`src/rtl/mux_pkg.sv`:
```
// rtl/mux_pkg.sv - shared constants and helpers for the round-robin stream mux
package mux_pkg;

  localparam int MODE_FIXED = 0;
  localparam int MODE_RR    = 1;

  // Ceiling log2 with a floor of 1 so a select field is never zero-width.
  function automatic int clog2(input int n);
    int r;
    r = 0;
    while ((1 << r) < n) r++;
    if (r < 1) r = 1;
    return r;
  endfunction

endpackage

```
`src/rtl/mux_rr_stream_if.sv`:
```
// rtl/mux_rr_stream_if.sv - N-channel input bundle plus single output stream
interface mux_rr_stream_if #(
  parameter int N_IN  = 5,
  parameter int WIDTH = 8
);
  import mux_pkg::*;

  localparam int SEL_W = clog2(N_IN);

  logic [N_IN*WIDTH-1:0] in_data;
  logic [N_IN-1:0]       in_valid;
  logic [N_IN-1:0]       in_ready;
  logic                  force_en;
  logic [SEL_W-1:0]      force_sel;
  logic [WIDTH-1:0]      out_data;
  logic                  out_valid;
  logic                  out_ready;
  logic [SEL_W-1:0]      out_sel;

  // Producers/consumer side.
  modport master (
    output in_data, in_valid, force_en, force_sel, out_ready,
    input  in_ready, out_data, out_valid, out_sel
  );

  // Multiplexer side.
  modport slave (
    input  in_data, in_valid, force_en, force_sel, out_ready,
    output in_ready, out_data, out_valid, out_sel
  );

endinterface

```
`src/rtl/rr_pick.sv`:
```
// rtl/rr_pick.sv - first set request searching upward from base+1 with wrap
module rr_pick #(
  parameter int N     = 5,
  parameter int SEL_W = 3
) (
  input  logic [N-1:0]     req,
  input  logic [SEL_W-1:0] base,
  output logic [N-1:0]     grant,
  output logic [SEL_W-1:0] idx,
  output logic             any
);

  // Walk N positions starting just after base; the first requester wins.
  always_comb begin
    int i;
    i     = 0;
    grant = '0;
    idx   = '0;
    any   = 1'b0;
    for (int k = 1; k <= N; k++) begin
      i = (int'(base) + k) % N;
      if (!any && req[i]) begin
        any      = 1'b1;
        grant[i] = 1'b1;
        idx      = i[SEL_W-1:0];
      end
    end
  end

endmodule

```
`src/rtl/mux_rr_stream.sv`:
```
// rtl/mux_rr_stream.sv - N-to-1 arbitrated stream mux with registered output
module mux_rr_stream
  import mux_pkg::*;
#(
  parameter int N_IN  = 5,
  parameter int WIDTH = 8,
  parameter int MODE  = MODE_RR
) (
  input logic           clk,
  input logic           reset,
  mux_rr_stream_if.slave bus
);

  localparam int SEL_W = clog2(N_IN);

  logic [SEL_W-1:0] ptr;
  logic [SEL_W-1:0] base;
  logic [SEL_W-1:0] gidx;
  logic [N_IN-1:0]  elig;
  logic [N_IN-1:0]  grant;
  logic             any;
  logic             can_load;
  logic             xfer;
  logic [WIDTH-1:0] word;

  // Restrict candidates to the forced channel; an out-of-range force selects nothing.
  always_comb begin
    elig = bus.in_valid;
    if (bus.force_en) begin
      elig = '0;
      if (int'(bus.force_sel) < N_IN) begin
        elig = bus.in_valid & (N_IN'(1) << bus.force_sel);
      end
    end
  end

  // Fixed priority is round-robin with the base pinned so channel 0 is searched first.
  assign base     = (MODE == MODE_FIXED) ? SEL_W'(N_IN - 1) : ptr;
  assign can_load = !bus.out_valid || bus.out_ready;
  assign xfer     = can_load && any && !reset;

  rr_pick #(
    .N     (N_IN),
    .SEL_W (SEL_W)
  ) u_pick (
    .req   (elig),
    .base  (base),
    .grant (grant),
    .idx   (gidx),
    .any   (any)
  );

  assign bus.in_ready = xfer ? grant : '0;
  assign word         = bus.in_data[int'(gidx)*WIDTH +: WIDTH];

  // One-entry output buffer and round-robin pointer; a new load replaces a draining word.
  always_ff @(posedge clk or posedge reset) begin
    if (reset) begin
      bus.out_valid <= 1'b0;
      bus.out_data  <= '0;
      bus.out_sel   <= '0;
      ptr           <= SEL_W'(N_IN - 1);
    end else if (xfer) begin
      bus.out_valid <= 1'b1;
      bus.out_data  <= word;
      bus.out_sel   <= gidx;
      ptr           <= gidx;
    end else if (bus.out_ready) begin
      bus.out_valid <= 1'b0;
      bus.out_data  <= '0;
      bus.out_sel   <= '0;
    end
  end

endmodule

```
`src/flat_wrapper.sv`:
```
// flat-port wrapper written by rule: the top's interface ports become plain ports
module mux_rr_stream_flat import mux_pkg::*;
#(
  parameter int N_IN  = 5,
  parameter int WIDTH = 8,
  parameter int MODE  = MODE_RR
)
  (clk, reset, bus_in_data, bus_in_valid, bus_force_en, bus_force_sel, bus_out_ready, bus_in_ready, bus_out_data, bus_out_valid, bus_out_sel);
  mux_rr_stream_if #(.N_IN(N_IN), .WIDTH(WIDTH)) bus_i ();
  input logic clk;
  input logic reset;
  input wire logic [$bits(bus_i.in_data)-1:0] bus_in_data;
  input wire logic [$bits(bus_i.in_valid)-1:0] bus_in_valid;
  input wire logic [$bits(bus_i.force_en)-1:0] bus_force_en;
  input wire logic [$bits(bus_i.force_sel)-1:0] bus_force_sel;
  input wire logic [$bits(bus_i.out_ready)-1:0] bus_out_ready;
  output wire logic [$bits(bus_i.in_ready)-1:0] bus_in_ready;
  output wire logic [$bits(bus_i.out_data)-1:0] bus_out_data;
  output wire logic [$bits(bus_i.out_valid)-1:0] bus_out_valid;
  output wire logic [$bits(bus_i.out_sel)-1:0] bus_out_sel;
  assign bus_i.in_data = bus_in_data;
  assign bus_i.in_valid = bus_in_valid;
  assign bus_i.force_en = bus_force_en;
  assign bus_i.force_sel = bus_force_sel;
  assign bus_i.out_ready = bus_out_ready;
  assign bus_in_ready = bus_i.in_ready;
  assign bus_out_data = bus_i.out_data;
  assign bus_out_valid = bus_i.out_valid;
  assign bus_out_sel = bus_i.out_sel;
  mux_rr_stream #(.N_IN(N_IN), .WIDTH(WIDTH), .MODE(MODE)) u_core (.clk(clk), .reset(reset), .bus(bus_i));
endmodule
```
`config.mk`:
```
export PLATFORM = sky130hd
export DESIGN_NAME = mux_rr_stream_flat
export DESIGN_NICKNAME = d
export VERILOG_FILES = /design/src/rtl/mux_pkg.sv /design/src/rtl/mux_rr_stream_if.sv /design/src/rtl/rr_pick.sv /design/src/rtl/mux_rr_stream.sv /design/src/flat_wrapper.sv
export SDC_FILE = /design/constraint.sdc
export NUM_CORES = 1
export LEC_CHECK = 0
export BUFFER_PORTS_ARGS = -buffer_cell sky130_fd_sc_hd__buf_2
export CORE_MARGIN = 1.5
export CORE_UTILIZATION = 58
export DETAILED_ROUTE_END_ITERATION = 8
export HOLD_SLACK_MARGIN = 0.03
export PLACE_DENSITY = 0.9
export SYNTH_ARGS = -nofsm -noshare
export SYNTH_HDL_FRONTEND = slang
export SYNTH_HIERARCHICAL = 1
export SYNTH_SLANG_ARGS = --single-unit
```
`constraint.sdc`:
```
create_clock -name clk -period 8.1 [get_ports clk]
set_clock_uncertainty 0.15 [all_clocks]
set_input_delay 1.62 -clock clk [delete_from_list [all_inputs] [get_ports clk]]
set_output_delay 1.62 -clock clk [all_outputs]
set_load 0.1 [all_outputs]
```
**Yosys cells after proc, flatten, opt, wreduce, memory -nomap -nowiden**

Index checks and enable logic that the tools add are counted.

- Logic and storage cells: 100
- Flip-flop bits (word level): 15
- Memories kept: 0
- Bits in writable memories: 0
- Output and inout port bits: 17
- Bits of input ports: 52
- Latch bits: 0
- ROM bits: 0

- Shift-type cells: 2
- Muxes and demuxes: 49
- Div/mod/pow operators: 5
- Reduce and logical (&&, ||, !) cells: 19
- $add $sub $neg: 5
- Bitwise logic cells: 5
- Magnitude comparators: 11
- $mul: 0
- Equal/unequal tests: 0

Operators by type and width:

| cell | number |
|---|---|
| $ge 32x1->1 const B | 5 |
| $lt 32x5->1 const B | 5 |
| $mod 32x4->32 const B | 5 |
| $mux 5 | 8 |
| $shiftx 40x7->8 | 1 |
| $mux 1 | 22 |
| $mux 3 | 7 |
| $or 5x5->5 | 4 |
| $mux 8 | 2 |
| $bmux 1 s3 | 5 |
| $demux 1 s3 | 5 |
| $logic_and 1x1->1 | 11 |
| $add 3x2->4 const B | 2 |
| $add 3x3->4 const B | 2 |
| $logic_not 1->1 | 6 |
| $and 5x5->5 | 1 |
| $shl 1x3->5 const A | 1 |
| $add 3x1->4 const B | 1 |
| $lt 3x3->1 const B | 1 |
| $reduce_bool 2->1 | 1 |
| $logic_or 1x1->1 | 1 |

**Depth between registers and ports, before layout**

- Depth in word-level cells: 23
- Depth in mapped cells: 28
- Depth with buffers taken out: 21

**Hierarchy**

The synthesis kept the hierarchy.

By module, submodules not included:

| module | area each (µm²) | times used | sequential area each (µm²) | cells an instance |
|---|---|---|---|---|
| rr_pick | 2633.8 | 1 | 0.0 | 375 |
| mux_rr_stream | 1082.3 | 1 | 376.6 | 112 |

**Worst setup path before layout**

Ideal clock, no wire load.

- Path kind: register to output
- From: register u_core.ptr[0] (netlist: u_core/base[0])
- To: output bus_in_ready[0]
- Path slack: -0.023 ns
- Required time: 6.330 ns
- Data arrival time: 6.353 ns
- Stages on the path, launching flop included: 25
- Cell sequence: dfrtp_1 -> buf_2 -> buf_1 -> clkinv_1 -> clkbuf_1 -> ha_1 -> buf_2 -> clkinv_1 -> ha_1 -> nor2_1 -> a21oi_1 -> xnor2_1 -> ha_1 -> nand2b_1 -> o22ai_1 -> a311o_1 -> buf_4 -> mux2i_1 -> or4b_1 -> nand3_2 -> nor2_1 -> nand3b_1 -> nor2b_2 -> clkbuf_1 -> and3_1

- Longest elaborated chain between the ends: 21
- Elaborated cells between the ends (all ways): 75
- Classes of those cells: 5 x add/sub; 5 x div; 10 x order compare; 36 x mux; 4 x bitwise; 15 x reduce/logical

Ends and longest elaborated chain:

| item | RTL line | source |
|---|---|---|
| start, declared | mux_rr_stream.sv:16 | `logic [SEL_W-1:0] ptr;` |
| start signal, assigned | mux_rr_stream.sv:62 | `ptr <= SEL_W'(N_IN - 1);` |
| start signal, assigned | mux_rr_stream.sv:67 | `ptr <= gidx;` |
| $add 3x1->4 | rr_pick.sv:21 | `i = (int'(base) + k) % N;` |
| $mod 32x4->32 | rr_pick.sv:21 |  |
| $bmux 1 s3 | rr_pick.sv:22 | `if (!any && req[i]) begin` |
| $mux 1 (implied by the code) (2 in series) | rr_pick.sv:22 |  |
| $mux 1 | rr_pick.sv:22 |  |
| $logic_not 1->1 | rr_pick.sv:22 |  |
| $logic_and 1x1->1 | rr_pick.sv:22 |  |
| $mux 1 | rr_pick.sv:22 |  |
| (+4 left out) | -- |  |
| $logic_and 1x1->1 | rr_pick.sv:22 |  |
| $mux 1 | rr_pick.sv:22 |  |
| $logic_not 1->1 | rr_pick.sv:22 |  |
| $logic_and 1x1->1 | rr_pick.sv:22 |  |
| $mux 1 * | rr_pick.sv:22 |  |
| named net u_core.any | mux_rr_stream.sv:21 | `logic any;` |
| $logic_and 1x1->1 * (2 in series) | mux_rr_stream.sv:40 | `assign xfer = can_load && any && !reset;` |
| $mux 5 * | mux_rr_stream.sv:53 | `assign bus.in_ready = xfer ? grant : '0;` |
| end, declared | flat_wrapper.sv:17 | `output wire logic [$bits(bus_i.in_ready)-1:0] bus_in_ready;` |

Mark *: on every way through the listed nets, which the timed path passes. The rest lies on a longest branch. The select of a mux whose other input is x is not followed.

**Worst setup path after layout**

- From: register u_core.ptr[1] (netlist: u_core/base[1])
- To: output bus_in_ready[1]

- Elaborated cells between the ends (all ways): 75
- Classes of those cells: 5 x add/sub; 5 x div; 10 x order compare; 36 x mux; 4 x bitwise; 15 x reduce/logical

RTL lines:

| item | RTL line | source |
|---|---|---|
| branches (longest 17 deep; another with $mod 32x4->32) | -- |  |
| $mux 5 * | rr_pick.sv:22 |  |
| named net u_core.grant[1] | mux_rr_stream.sv:20 | `logic [N_IN-1:0] grant;` |
| $mux 5 * | mux_rr_stream.sv:53 |  |

Mark *: on every way through the listed nets, which the timed path passes. The select of a mux whose other input is x is not followed.

==> flow_metrics.tcl <==
set metrics [dict create \
    viasPerCell 6.654 \
    final_common_cell "buf_2" \
    cp-end-kind "primary output" \
    grt_max_degree 28 \
    maxSlewHeadroom_pct 33.94 \
    postRouteWirelength_um 10650 \
    cts.sinks 15 \
    grt_overflow 0 \
    clock.fmax_mhz 132.4 \
    clock_path_buffers 2 \
    dp_hpwl_um 8341 \
    htree_levels 1 \
    die_w_um 83.05 \
    num_antenna_cells 0 \
    worstSetupPathType "flip-flop to primary output" \
    fin_ws_ns 0.5471 \
    port_buffers 68 \
    core_mm2 0.006061 \
    crit_chain "ha_1, xnor2_2, inv_2, ha_1, or4b_1, a31oi_1, nor2_1, ha_1, nand2b_1, a32oi_4, mux2i_1, o311ai_0, a21oi_1, and4bb_1, nand3_4, o311ai_2, and3_2, buf_12" \
    synth_top_cell_area_share_pct 11.11 \
    synth_area_per_cell_um2 7.631 \
    setup_tns_ns 0 \
    cts_buffers 3 \
    start_kind "flip-flop" \
    drv_slew 0 \
    die_area_mm2 0.006896 \
    synthCells 487 \
    yosysSeqAreaShare_pct 10.13 \
    period_share_pct 93.25 \
    post-route-min-period_ns 7.553 \
    cpPeakStageDelay_ns 0.52 \
    cp_data_required_time_ns 6.33 \
    final_nets 629 \
    outcome "complete, no violations" \
    num_vias 4112 \
    wl_per_cell_um 17.23 \
    cp_max_fo 12 \
    rsz0062_at_grt "no" \
    ys_ff_latch 15 \
    die_h_um 83.05 \
    cp_data_arrival_time_ns 5.78 \
    cts_tree "yes" \
    start_util_pct 61.31 \
    syn_area_mm2 0.003716 \
    antenna_left 0 \
    drc_errors 0 \
    synthFlopType "dfrtp_1" \
    post_cts_resized 0 \
    worst_path_most_repeated_cell "ha_1" \
    place.gp.congestion 1.075 \
    antenna_found_initial 0 \
    synth.area.top_cells "ha_1 (11%), dfrtp_1 (9.4%), mux2_2 (6.7%), nand2_1 (5.1%), a21oi_1 (4.4%)" \
    path_clk_slew_ns 0.06 \
    ys_async_sr_fraction_pct 100.0 \
    yosys.cell_types.count 83 \
    cp_slowest_cell "dfrtp_1" \
    root_buffer "clkbuf_8" \
    yosys_warnings 6 \
    synth_top_area_cell "ha_1" \
    grt_pass1_wl_um 17310 \
    postCtsSetupBuffers 0 \
    synthToLayoutAreaGrowth_pct 13.77 \
    syn_nets 572 \
    design.portCount 69 \
    first_pass_iters 7 \
    grt_pass1_vias 3787 \
    worst_pin_slew_ns 0.9909 \
    finalHoldViolations 0 \
    maxCapViolCount 0 \
    dp_slack_ns 0.9128 \
    hp-class "flip-flop to flip-flop" \
    drive_gt1_share_pct 25.05 \
    rows 28 \
    final_cell_mix "buf_2 (63), nand2_1 (50), a21oi_1 (33), ha_1 (33), inv_1 (24)" \
    setup_viol 0 \
    drtIter0Drc 400 \
    synth_edf_count 0 \
    postCtsHoldBufs 0 \
    clock_latency_ns 0.25 \
    grtUsageTotal_pct 29.33 \
]
-- path summary, 6_finish.rpt --
path | from | to | slack [ns] | cells past startpoint
setup / recovery | u_core/base[1]$_DFFE_PP0P_ | bus_in_ready[1] | 0.55 | 18
hold / removal | u_core/bus.out_sel[1]$_DFFE_PP0P_ | u_core/bus.out_sel[1]$_DFFE_PP0P_ | 0.35 | 1
setup reg to reg | u_core/base[1]$_DFFE_PP0P_ | u_core/bus.out_data[4]$_DFFE_PP0P_ | 1.32 | 18
hold reg to reg | u_core/bus.out_sel[1]$_DFFE_PP0P_ | u_core/bus.out_sel[1]$_DFFE_PP0P_ | 0.35 | 1
max in group asynchronous | reset | u_core/base[1]$_DFFE_PP0P_ | 6.10 | 2
min in group asynchronous | reset | u_core/bus.out_data[4]$_DFFE_PP0P_ | 1.30 | 2
-- registers in the layout (all words and copies together) (netlist names) --
name and count:
u_core/bus.out_data 8, u_core/base 3, u_core/bus.out_sel 3, u_core/bus.out_valid 1
-- Yosys cell counts (9+ instances only) --
cell / number
o211ai_1: 10
and2_1: 9
inv_1: 24
clkbuf_1: 10
xnor2_1: 14
o21ai_0: 20
nand3_1: 11
nor2b_1: 14
mux2i_1: 13
dfrtp_1: 14
nand2_1: 50
a211oi_1: 9
mux2_2: 22
nand2b_1: 9
a21oi_1: 33
ha_1: 33
a31oi_1: 13
nor2_1: 22
-- worst max-delay path: cells and delay by family (launching register included) --
kind / cells / cell delay, ns
AND/OR/NAND/NOR: 6 / 1.66
AO/OA/AOI/OAI: 5 / 1.29
adder cells (fa/ha/maj): 3 / 0.96
flip-flops: 1 / 0.52
XOR/XNOR: 1 / 0.46
buffers and inverters: 2 / 0.39
multiplexers: 1 / 0.25
-- per-layer routing --
layer  share of wire, %  track usage (%)  routed length, um  up-vias
met5                  0                0                  0        -
met4                3.2            9.091                344        0
met3                8.8            2.783                940       34
met2                 47            50.48               5057      240
met1                 40            38.66               4305     1890
li1                   -                -                  -     1948
-- cell families (layout without fill, tap and decap cells) --
logic type | Yosys count | count (layout) | share of synthesized area, %
AND/OR/NAND/NOR | 177 | 177 | 26.57
AO/OA/AOI/OAI | 151 | 151 | 29.43
buffers and inverters | 55 | 111 | 6.498
multiplexers | 40 | 40 | 12.29
adder cells (fa/ha/maj) | 33 | 33 | 11.11
XOR/XNOR | 16 | 16 | 3.973
flip-flops | 15 | 15 | 10.13
-- layout make-up --
| class | count | area, um2 |
|---|---|---|
| tap | 75 | 93.84 |
| multi-input combinational | 417 | 3104 |
| sequential | 15 | 376.6 |
| clock buffer | 3 | 41.29 |
| clock inverter | 1 | 5.005 |
| fill | 474 | 1833 |
| timing repair buffer | 80 | 505.5 |
| inverter | 27 | 101.3 |
-- per-stage QoR --
step | cell area [um2] | util, % | hold WS (ns) | std cells
3_3_place_gp | 4182 | 68.99 | 0.3370 | 614
6_report | 4228 | 69.76 | 0.3454 | 618
5_1_grt | 4228 | 69.76 | 0.3856 | 618
4_1_cts | 4228 | 69.76 | 0.3516 | 618
2_1_floorplan | 3722 | - | 0.4633 | 487
3_5_place_dp | 4182 | 68.99 | 0.3363 | 614
Power is left out: the tool's default activity adds up to more than one toggle a clock period on the data nets, which glitch-free logic cannot reach.
